`src/rtl/adc_sample_sequencer.sv`:
```
// Periodic SPI (mode 0) sampler for a single-channel ADC. A fixed command is sent
// each frame, the last WIDTH bits returned become a two's-complement sample strobe.
module adc_sample_sequencer #(
  parameter int                  WIDTH      = 10,
  parameter int                  SAMPLE_DIV = 200000,
  parameter int                  SCLK_HALF  = 5,
  parameter int                  FRAME_BITS = 16,
  parameter int                  CMD_BITS   = 5,
  parameter logic [CMD_BITS-1:0] CMD        = 5'b11000
) (
  input  logic                    clk,
  input  logic                    rst_n,
  input  logic                    en_acq,
  input  logic                    clr_ovr,
  input  logic                    adc_miso,
  output logic                    adc_cs_n,
  output logic                    adc_sclk,
  output logic                    adc_mosi,
  output logic signed [WIDTH-1:0] sample_out,
  output logic                    sample_valid,
  output logic                    overrun
);

  localparam int CNT_W = $clog2(SAMPLE_DIV + 1);
  localparam int HC_W  = $clog2(SCLK_HALF);
  localparam int HP_W  = $clog2(2 * FRAME_BITS);

  typedef enum logic [1:0] {IDLE, SETUP, SHIFT, DONE} state_t;

  state_t                    state_q, state_d;
  logic [CNT_W-1:0]          cnt_q, cnt_d;
  logic [HC_W-1:0]           hc_q, hc_d;   // clk count within current sclk half-period
  logic [HP_W-1:0]           hp_q, hp_d;   // half-period index since cs_n fall
  logic [CMD_BITS-1:0]       cmd_q, cmd_d;
  logic [WIDTH-1:0]          shreg_q, shreg_d;
  logic signed [WIDTH-1:0]   sample_q, sample_d;
  logic                      cs_n_q, cs_n_d;
  logic                      sclk_q, sclk_d;
  logic                      valid_q, valid_d;
  logic                      ovr_q, ovr_d;
  logic                      tick, start, half_end, active_d, capture, publish, drop;

  always_comb begin
    tick     = en_acq && (cnt_q == CNT_W'(SAMPLE_DIV - 1));
    cnt_d    = (!en_acq || tick) ? '0 : cnt_q + 1'b1;
    half_end = (hc_q == HC_W'(SCLK_HALF - 1));
    state_d  = state_q;
    hc_d     = hc_q;
    hp_d     = hp_q;
    start    = 1'b0;

    case (state_q)
      IDLE: start = tick;
      SETUP, SHIFT: begin
        if (half_end) begin
          hc_d = '0;
          hp_d = hp_q + 1'b1;
          if (state_q == SETUP) begin
            state_d = SHIFT;
          end else if (hp_q == HP_W'(2 * FRAME_BITS - 1)) begin
            state_d = DONE;
            hp_d    = '0;
          end
        end else begin
          hc_d = hc_q + 1'b1;
        end
      end
      DONE: begin
        // a tick landing on the frame's last cycle is accepted back-to-back
        start   = tick;
        state_d = IDLE;
      end
      default: state_d = IDLE;
    endcase

    if (start) begin
      state_d = SETUP;
      hc_d    = '0;
      hp_d    = '0;
    end

    drop     = tick && (state_q == SETUP || state_q == SHIFT);
    active_d = (state_d == SETUP) || (state_d == SHIFT);
    cs_n_d   = !active_d;
    sclk_d   = (state_d == SHIFT) && hp_d[0];

    if (start)                 cmd_d = CMD;
    else if (!active_d)        cmd_d = '0;
    else if (sclk_q && !sclk_d) cmd_d = cmd_q << 1;
    else                       cmd_d = cmd_q;

    // first clk of each sclk high phase; miso has been stable since the prior fall
    capture = (state_q == SHIFT) && sclk_q && (hc_q == '0);
    shreg_d = capture ? {shreg_q[WIDTH-2:0], adc_miso} : shreg_q;

    publish  = (state_q == SHIFT) && (state_d == DONE);
    sample_d = publish ? $signed({~shreg_q[WIDTH-1], shreg_q[WIDTH-2:0]}) : sample_q;
    valid_d  = publish;

    ovr_d = drop ? 1'b1 : (clr_ovr ? 1'b0 : ovr_q);
  end

  always_ff @(posedge clk or negedge rst_n) begin
    if (!rst_n) begin
      state_q  <= IDLE;
      cnt_q    <= '0;
      hc_q     <= '0;
      hp_q     <= '0;
      cmd_q    <= '0;
      shreg_q  <= '0;
      sample_q <= '0;
      cs_n_q   <= 1'b1;
      sclk_q   <= 1'b0;
      valid_q  <= 1'b0;
      ovr_q    <= 1'b0;
    end else begin
      state_q  <= state_d;
      cnt_q    <= cnt_d;
      hc_q     <= hc_d;
      hp_q     <= hp_d;
      cmd_q    <= cmd_d;
      shreg_q  <= shreg_d;
      sample_q <= sample_d;
      cs_n_q   <= cs_n_d;
      sclk_q   <= sclk_d;
      valid_q  <= valid_d;
      ovr_q    <= ovr_d;
    end
  end

  assign adc_cs_n     = cs_n_q;
  assign adc_sclk     = sclk_q;
  assign adc_mosi     = cmd_q[CMD_BITS-1];
  assign sample_out   = sample_q;
  assign sample_valid = valid_q;
  assign overrun      = ovr_q;

endmodule

```
`config.mk`:
```
export PLATFORM = sky130hd
export DESIGN_NAME = adc_sample_sequencer
export DESIGN_NICKNAME = d
export VERILOG_FILES = /design/src/rtl/adc_sample_sequencer.sv
export SDC_FILE = /design/constraint.sdc
export NUM_CORES = 1
export LEC_CHECK = 0
export ABC_CLOCK_PERIOD_IN_PS = 4500
export CORE_ASPECT_RATIO = 0.7
export CORE_MARGIN = 2
export CORE_UTILIZATION = 62
export DETAILED_ROUTE_END_ITERATION = 10
export HOLD_SLACK_MARGIN = 0.05
export PLACE_DENSITY = 0.84
export SLEW_MARGIN = 20
export SYNTH_ARGS = -nofsm -noshare
export SYNTH_HDL_FRONTEND = slang
export SYNTH_SLANG_ARGS = --single-unit
```
`constraint.sdc`:
```
create_clock -name clk -period 4.5 [get_ports clk]
set_clock_uncertainty 0.15 [all_clocks]
set_input_delay 0.9 -clock clk [delete_from_list [all_inputs] [get_ports clk]]
set_output_delay 0.9 -clock clk [all_outputs]
set_load 0.05 [all_outputs]
```
## Word level (Yosys, flattened, before mapping)

Index checks and enable logic that the tools add are counted.

- Output and inout bits: 15
- Register bits: 57
- Bits of input ports: 5
- Word-level logic and storage cells: 67

- Bitwise operators: 1
- Equality and inequality tests: 10
- Reduce and logical (&&, ||, !) cells: 21
- Mux-type cells: 20
- Add/sub/neg operators: 3

Operators by type and width:

| kind | number |
|---|---|
| $mux 5 | 8 |
| $add 18x1->18 const B | 1 |
| $eq 18x18->1 const B | 1 |
| $mux 18 | 1 |
| $mux 3 | 3 |
| $eq 2x2->1 const B | 4 |
| $mux 2 | 4 |
| $logic_and 1x1->1 | 7 |
| $reduce_bool 2->1 | 3 |
| $add 5x1->5 const B | 1 |
| $eq 5x5->1 const B | 1 |
| $eq 2x1->1 const B | 2 |
| $pmux 2 s2 | 1 |
| $reduce_or 2->1 | 2 |
| $add 3x1->3 const B | 1 |
| $eq 3x3->1 const B | 1 |
| $logic_not 1->1 | 3 |
| $logic_not 3->1 | 1 |
| $logic_or 1x1->1 | 3 |
| $mux 1 | 3 |
| $ne 3x2->1 const B | 1 |
| $logic_not 2->1 | 1 |
| $reduce_and 2->1 | 1 |
| $not 1->1 | 1 |

## Logic depth before layout (Yosys ltp)

Gate-level depths: netlist of the first run.

- Depth after elaboration: 13
- Gate-level depth with buffers: 10

## Least setup slack after synthesis of the first run

No wires, ideal clock.

- Kind: register -> register
- From: register state_q[1]
- To: register sample_q[1], in the netlist sample_out[1]
- Arrival: 2.253 ns
- Stages on the path, launching flop included: 9
- Library setup time: 0.125 ns
- Path slack: 1.972 ns
- Path buffers: 2
- Cells stage by stage: dfrtp_1 > inv_1 > ha_1 > clkbuf_1 > nand3_1 > o22ai_1 > and3_4 > buf_6 > mux2_4

- Longest elaborated chain between the ends: 7
- Elaborated cells on any way between the ends: 14

RTL lines:

| item | RTL line | source |
|---|---|---|
| start, declared | 30 | `state_t state_q, state_d;` |
| start signal, assigned | 117 | `state_q <= state_d;` |
| $eq 2x1->1 or $mux 2 (tied branches) | 52, 58, 60 |  |
| $mux 2 | 58 | `if (state_q == SETUP) begin` |
| $mux 2 | 55 | `if (half_end) begin` |
| $pmux 2 s2 | 52 | `case (state_q)` |
| $mux 2 | 76 | `if (start) begin` |
| $eq 2x2->1 | 96 | `publish = (state_q == SHIFT) && (state_d == DONE);` |
| $logic_and 1x1->1 * | 96 |  |
| net publish | 41 | `logic tick, start, half_end, active_d, capture, publish, drop;` |
| end signal, assigned | 123 | `sample_q <= sample_d;` |
| end, declared | 36 | `logic signed [WIDTH-1:0] sample_q, sample_d;` |

Mark *: on every way through the listed nets, which the timed path passes. The rest lies on a longest branch.
A chain may end at the register's enable or synchronous reset.

## Worst setup path after layout of the first run

- From: register state_q[1]
- To: register sample_q[0], in the netlist sample_out[0]

- Longest elaborated chain between the ends: 7
- Elaborated cells on any way between the ends: 14

RTL lines:

| item | RTL line |
|---|---|
| $eq 2x1->1 or $mux 2 (tied branches) | 52, 58, 60 |
| $mux 2 | 58 |
| $mux 2 | 55 |
| $pmux 2 s2 | 52 |
| $mux 2 | 76 |
| $eq 2x2->1 | 96 |
| $logic_and 1x1->1 * | 96 |

Mark *: on every way between the ends. The rest lies on a longest branch, timed or not.

==> results of run 1 <==
## report_power, final
group	internal [mW]	total (mW)	switching [mW]	leakage (nW)
registers	0.517	0.546	0.0284	0.726
clock network	0.166	0.321	0.155	0.0514
logic	0.0567	0.142	0.0850	0.521
total	0.740	1.01	0.268	1.30
## metrics by stage
step                      util (%)  setup slack (ns)
final                         73.2              1.50
after global routing          73.2              1.31
after CTS                     73.2              1.54
after detailed placement      70.4              1.48
after global placement        70.3              1.58
after floorplan                  -              1.97
## synthesized netlist by cell type, drive strengths merged (2+ instances only)
library cell,number
a21oi,6
and3,6
clkbuf,3
dfrtp,53
ha,8
inv,11
mux2,20
mux2i,3
nand2,13
nand2b,2
nand3,15
nand4,3
nor2,23
nor2b,3
nor3,2
nor4,2
o21ai,8
o31ai,3
or3,2
xnor2,3
xor2,12
## final cells by class
class,count,area [um^2],area share [%]
inverters,11,41.3,1.45
well taps,52,65.1,2.28
flip-flops and latches,54,1350,47.4
multi-input cells,148,1090,38.3
repair buffers,20,193,6.75
clock inverters,2,37.5,1.32
clock buffers,6,72.6,2.54
## cells by family after synthesis
group                      synth area share (%)
and+or+nand+nor                            17.3
adders and majority gates                  4.00
xor gates and xnor gates                   5.24
AOI/OAI and AO/OA                          5.49
muxes                                      11.4
buffers and inverters                      2.55
DFF                                        54.0
## routing by layer
| layer | GRT usage [%] | vias to the layer above |
|---|---|---|
| met5 | 0 | - |
| met4 | 6.05 | 0 |
| met3 | 6.01 | 5 |
| met2 | 31.1 | 25 |
| met1 | 35.2 | 823 |
| li1 | - | 798 |
## how the worst min path moves through the flow
stage | to | cells after the start
CTS | sample_out[9] | 1
global route | sample_out[9] | 1
floorplan | sample_out[9] | 1
detailed placement | sample_out[9] | 1
global placement | sample_out[9] | 1
finish | sample_out[9] | 1
## sequential cells by signal, summed over array words and instances, names as in the netlist
register	cells
adc_sclk	1
hp_q	5
sample_out	10
cnt_q	18
overrun	1
sample_valid	1
shreg_q	10
adc_cs_n	1
hc_q	3
state_q	2
cmd_q	2
==> impl_metrics.csv, run 1 <==
group,metric,value,unit
floorplanning,die_area,4570,um^2
finish,diodes,0,
cts,cts_root_buf,"clkbuf_8",
worst_setup_path,crit_type,"reg -> reg",
sta,period_needed,3.00,ns
worst_setup_path,crit_start,"state_q[1]",
cts,cts-buffers-inserted,5,
synthesis,synthArstFlopShare,100,%
worst_setup_path,r2r_slack,1.50,ns
cts,postCtsSetupBuffers,0,
outcome,status,"complete, no violations",
worst_setup_path,critPathBufInv,1,
finish,area_growth_syn_to_layout,13.9,%
finish,fill_cells,283,
routing,routed-wl-met2,2020,um
worst_setup_path,critical_path_depth,6,
worst_setup_path,endpoint_kind,"flop",
worst_setup_path,crit_path_cell_trace,"inv_1 > ha_1 > nand3_1 > o22ai_1 > and3_4 > mux2_2",
worst_setup_path,worst_setup_path_start_kind,"flop",
place,place_area,2740,um^2
sta,rsz0062_at_grt,"false",
synthesis,syn_area,2500,um^2
floorplanning,fp.dieW,80.0,um
synthesis,synthFlopType,"dfrtp_1",
synthesis,synth_top_area_cell,"dfrtp_1",
place,gp_congestion,0.784,
sta,period_share,66.7,%
routing,drtIter0Drc,112,
routing,topRoutingLayerUsed,"met4",
floorplanning,core_area,3900,um^2
sta,relSlewSlack,54.8,%
global_route,antenna_found_initial,0,
routing,drt-met1-wl,2250,um
floorplanning,fp-row-count,19,
cts,cts.clk_slew.worst_paths,0.09,ns
worst_setup_path,reg2reg_from,"state_q[1]",
power,power.total,1.01,mW
run,maxCapViolations,0,
sta,fmax,0.333,GHz
worst_setup_path,crit_family,"simple AND/OR/NAND/NOR gates",
worst_setup_path,crit_path_max_incr_delay,0.55,ns
floorplanning,ios,20,
global_route,grt_max_degree,55,
finish,stdcell_count,293,
sta,hold_violations,0,
cts,ctsHoldBuffers,0,
worst_setup_path,critPathMaxFanout,12,
synthesis,synthTopCellsByArea,"dfrtp_1 53%, mux2_2 5.4%, mux2_4 4.8%",
synthesis,synth.yosys.seq_area_share,54.0,%
cts,insertion_delay,0.31,ns
worst_setup_path,cp_data_required_time,4.54,ns
synthesis,synth_edf_count,0,
global_route,grt_usage,22.4,%
power,power_leakage,1.30,nW
routing,vias_per_cell,5.63,
sta,hold_ws,0.298,ns
cts,ctsHtreeMaxLevel,2,
sta,fin_setup_tns,0,ns
synthesis,yosysWarnings,0,
place,hpwlAfterDp,3100,um
synthesis,synthDominantCellAreaShare,52.9,%
worst_setup_path,slowest_stage,"o22ai_1",
synthesis,synth_cell_types,43,
synthesis,syn-instance-count,217,
cts,clock_path_buffers,2,
place,io_buffers,19,
floorplanning,start_util,64.2,%
global_route,first_global_vias,1611,
worst_setup_path,crit_end,"sample_out[0]",
finish,layout_commonest_cell,"dfrtp_1",
routing,drc,0,
routing,ant_nets,0,
power,irDropWorstVdd,0.220,mV
sta,setup_viol,0,
routing,wirelength,4490,um
hold_path,hp-start,"shreg_q[9]",
finish,stdcell_area,2850,um^2
worst_setup_path,cp_data_arrival_time,3.05,ns
global_route,overflow,0,
floorplanning,die_y,57.2,um
sta,slew_viol_final,0,
hold_path,hold_path_class,"reg -> reg",
routing,vias,1651,
finish,fin_nets,253,
global_route,grt_pass1_wl,7760,um
synthesis,synth-seq-cells,54,
finish,layout_common_cells,"53 x dfrtp_1, 22 x nor2_1, 18 x clkdlybuf4s50_1",
synthesis,synth_area_per_cell,11.5,um^2
routing,wl_met3,187,um
cts,cts_tree,"built",
cts,cts_resized,0,
power,power_density,353,nW/um^2
routing,drt_first_pass_iters,4,
cts,cts_sinks,54,
worst_setup_path,reg2regPathDepth,6,
finish,layout-drive-gt1-share,16.2,%
routing,wl_per_cell,15.3,um
sta,worstMarginPinSlew,0.677,ns
worst_setup_path,timing.rr.end,"sample_out[0]",
place,place_inst,285,
synthesis,syn_nets,230,
Note: power is estimated with default switching activity, not from simulation.
==> run 2: changes to the inputs <==
--- a/config.mk
+++ b/config.mk
@@ -5,13 +5,13 @@
 export SDC_FILE = /design/constraint.sdc
 export NUM_CORES = 1
 export LEC_CHECK = 0
-export ABC_CLOCK_PERIOD_IN_PS = 4500
+export ABC_CLOCK_PERIOD_IN_PS = 2800
 export CORE_ASPECT_RATIO = 0.7
 export CORE_MARGIN = 2
-export CORE_UTILIZATION = 62
+export CORE_UTILIZATION = 57
 export DETAILED_ROUTE_END_ITERATION = 10
 export HOLD_SLACK_MARGIN = 0.05
-export PLACE_DENSITY = 0.84
+export PLACE_DENSITY = 0.78
 export SLEW_MARGIN = 20
 export SYNTH_ARGS = -nofsm -noshare
 export SYNTH_HDL_FRONTEND = slang
==> constraint.sdc (replaced) <==
create_clock -name clk -period 2.8 [get_ports clk]
set_clock_uncertainty 0.15 [all_clocks]
set_input_delay 0.56 -clock clk [delete_from_list [all_inputs] [get_ports clk]]
set_output_delay 0.56 -clock clk [all_outputs]
set_load 0.05 [all_outputs]
==> run 2 against run 1 <==
Against the previous run:
- combinational power up 61%
- total power up 53%
- final cell count is 3.4% higher
- critical endpoint is now cmd_q[3]
- largest cell class unchanged
==> impl_metrics.csv, run 2 (synthesis gave the netlist of run 1 again) <==
group,metric,value,unit
power,power_leakage,1.33,nW
cts,cts_tree,"built",
finish,fill_cells,318,
cts,cts-buffers-inserted,5,
place,gp_congestion,0.867,
sta,slew_viol_final,0,
floorplanning,fp-row-count,20,
worst_setup_path,crit_path_max_incr_delay,0.52,ns
finish,layout_commonest_cell,"dfrtp_1",
worst_setup_path,worst_setup_path_start_kind,"flop",
worst_setup_path,cpMostUsedCell,"nand3_1",
floorplanning,die_area,4950,um^2
finish,fin_nets,260,
worst_setup_path,slowest_stage,"ha_1",
worst_setup_path,cp_data_arrival_time,2.55,ns
worst_setup_path,critical_path_depth,9,
worst_setup_path,crit_type,"reg -> reg",
global_route,grt_max_degree,21,
routing,wirelength,4280,um
sta,relSlewSlack,62.1,%
routing,ant_nets,0,
floorplanning,die_y,59.5,um
hold_path,hp-start,"shreg_q[9]",
sta,worstMarginPinSlew,0.567,ns
power,switchingPower,438,uW
routing,vias_per_cell,5.42,
sta,fmax,0.408,GHz
routing,drt_first_pass_iters,4,
global_route,overflow,0,
global_route,antenna_found_initial,0,
sta,hold_violations,0,
routing,drc,0,
power,pwr-share-comb,14.8,%
sta,fin_setup_tns,0,ns
run,maxCapViolations,0,
hold_path,min_path_cells,1,
power,p_clk_share,28.6,%
sta,rsz0062_at_grt,"false",
floorplanning,start_util,58.5,%
global_route,grt_usage,18.7,%
power,irDropWorstVdd,0.407,mV
finish,seq_area,1350,um^2
global_route,first_global_vias,1562,
worst_setup_path,timing.rr.end,"cmd_q[3]",
power,power_density,535,nW/um^2
power,power.internal,1.11,mW
cts,cts_sinks,54,
finish,area_growth_syn_to_layout,15.5,%
power,seq_power_share,56.6,%
power,swShare,28.3,%
worst_setup_path,crit_path_cell_trace,"inv_1 > ha_1 > nand3_1 > buf_4 > nor3_1 > a21oi_1 > o41ai_1 > nand3_1 > nand2_1",
routing,drtIter0Drc,59,
worst_setup_path,crit_family,"compound AO/OA/AOI/OAI gates",
cts,cts_root_buf,"clkbuf_8",
floorplanning,fp.dieW,83.2,um
finish,layout_common_cells,"53 x dfrtp_1, 22 x nor2_1, 18 x clkdlybuf4s50_1",
worst_setup_path,critPathBufInv,2,
worst_setup_path,endpoint_kind,"flop",
finish,multi_input_area,1090,um^2
finish,stdcell_count,303,
place,place_inst,294,
outcome,status,"complete, no violations",
sta,setup_viol,0,
finish,largest_register_ffs,18,
finish,diodes,0,
routing,vias,1642,
place,io_buffers,19,
worst_setup_path,r2r_slack,0.35,ns
sta,period_share,87.5,%
global_route,grt_pass1_wl,7220,um
finish,layout-drive-gt1-share,18.1,%
cts,cts.clk_slew.worst_paths,0.10,ns
hold_path,hold_path_class,"reg -> reg",
worst_setup_path,critPathMaxFanout,12,
cts,insertion_delay,0.31,ns
worst_setup_path,crit_start,"state_q[1]",
worst_setup_path,crit_end,"cmd_q[3]",
finish,top_register,"cnt_q",
cts,cts_resized,0,
floorplanning,core_area,4280,um^2
power,power.total,1.55,mW
routing,wl_per_cell,14.1,um
worst_setup_path,reg2reg_from,"state_q[1]",
sta,period_needed,2.45,ns
floorplanning,ios,20,
finish,post-route-util,67.6,%
cts,clock_path_buffers,2,
worst_setup_path,cp_data_required_time,2.90,ns
place,hpwlAfterDp,3090,um
cts,ctsHtreeMaxLevel,2,
worst_setup_path,reg2regPathDepth,9,
## run 2: timing repair
item	in CTS	in global routing
buffers inserted	0	0
hold buffers	1	0
endpoints found under the hold margin	15	0
endpoints found under the setup margin	0	0
## run 2: power by group through the flow
| stage | sequential, mW | combinational [mW] | clock, mW |
|---|---|---|---|
| final | 0.876 | 0.229 | 0.443 |
| after global routing | 0.881 | 0.263 | 0.487 |
| after CTS | 0.875 | 0.230 | 0.457 |
| after detailed placement | 0.891 | 0.228 | 0 |
| after global placement | 0.887 | 0.221 | 0 |
| after floorplan | 0.887 | 0.155 | 0 |
## run 2: worst reg2reg max path: stages (launching register included)
cell     delay, ns
dfrtp_1       0.39
inv_1         0.08
ha_1          0.52
nand3_1       0.15
buf_4         0.20
nor3_1        0.17
a21oi_1       0.11
o41ai_1       0.42
nand3_1       0.12
nand2_1       0.08
## run 2: worst min-delay path by stage
| stage | endpoint | slack, ns |
|---|---|---|
| 6_report | sample_out[9] | 0.32 |
| 5_1_grt | sample_out[9] | 0.36 |
| 4_1_cts | sample_out[9] | 0.33 |
| 3_5_place_dp | sample_out[9] | 0.31 |
| 3_3_place_gp | sample_out[9] | 0.30 |
| 2_1_floorplan | adc_sclk | 0.11 |
## run 2: layout make-up
cell class	instances	share of cell area, %
Clock buffer	5	2.38
Inverter	11	1.43
Sequential cell	54	46.8
Clock inverter	3	0.865
Timing Repair Buffer	27	8.56
Tap cell	55	2.38
Multi-Input combinational cell	148	37.6
## run 2: per-layer routing
metal | vias up | routed length [um] | GRT usage [%]
met5 | - | 0 | 0
met1 | 793 | 2240 | 27.8
met3 | 5 | 187 | 4.60
li1 | 815 | - | -
met2 | 29 | 1820 | 27.5
met4 | 0 | 31 | 5.39
## run 2: metrics by stage
stage / hold WS, ns / setup WS [ns] / area (um^2)
floorplan: 0.114 / 0.272 / 2500
global placement: 0.298 / 0.401 / 2790
CTS: 0.325 / 0.342 / 2890
finish: 0.323 / 0.349 / 2890
detailed placement: 0.311 / 0.357 / 2790
global route: 0.358 / 0.0705 / 2890
==> run 3: changes to the inputs <==
--- a/config.mk
+++ b/config.mk
@@ -10,6 +10,7 @@
 export CORE_MARGIN = 2
 export CORE_UTILIZATION = 57
 export DETAILED_ROUTE_END_ITERATION = 10
+export GPL_ROUTABILITY_DRIVEN = 0
 export HOLD_SLACK_MARGIN = 0.05
 export PLACE_DENSITY = 0.78
 export SLEW_MARGIN = 20
==> results of run 3 <==
No change in the layout: final DEF, timing and power equal those of run 2.
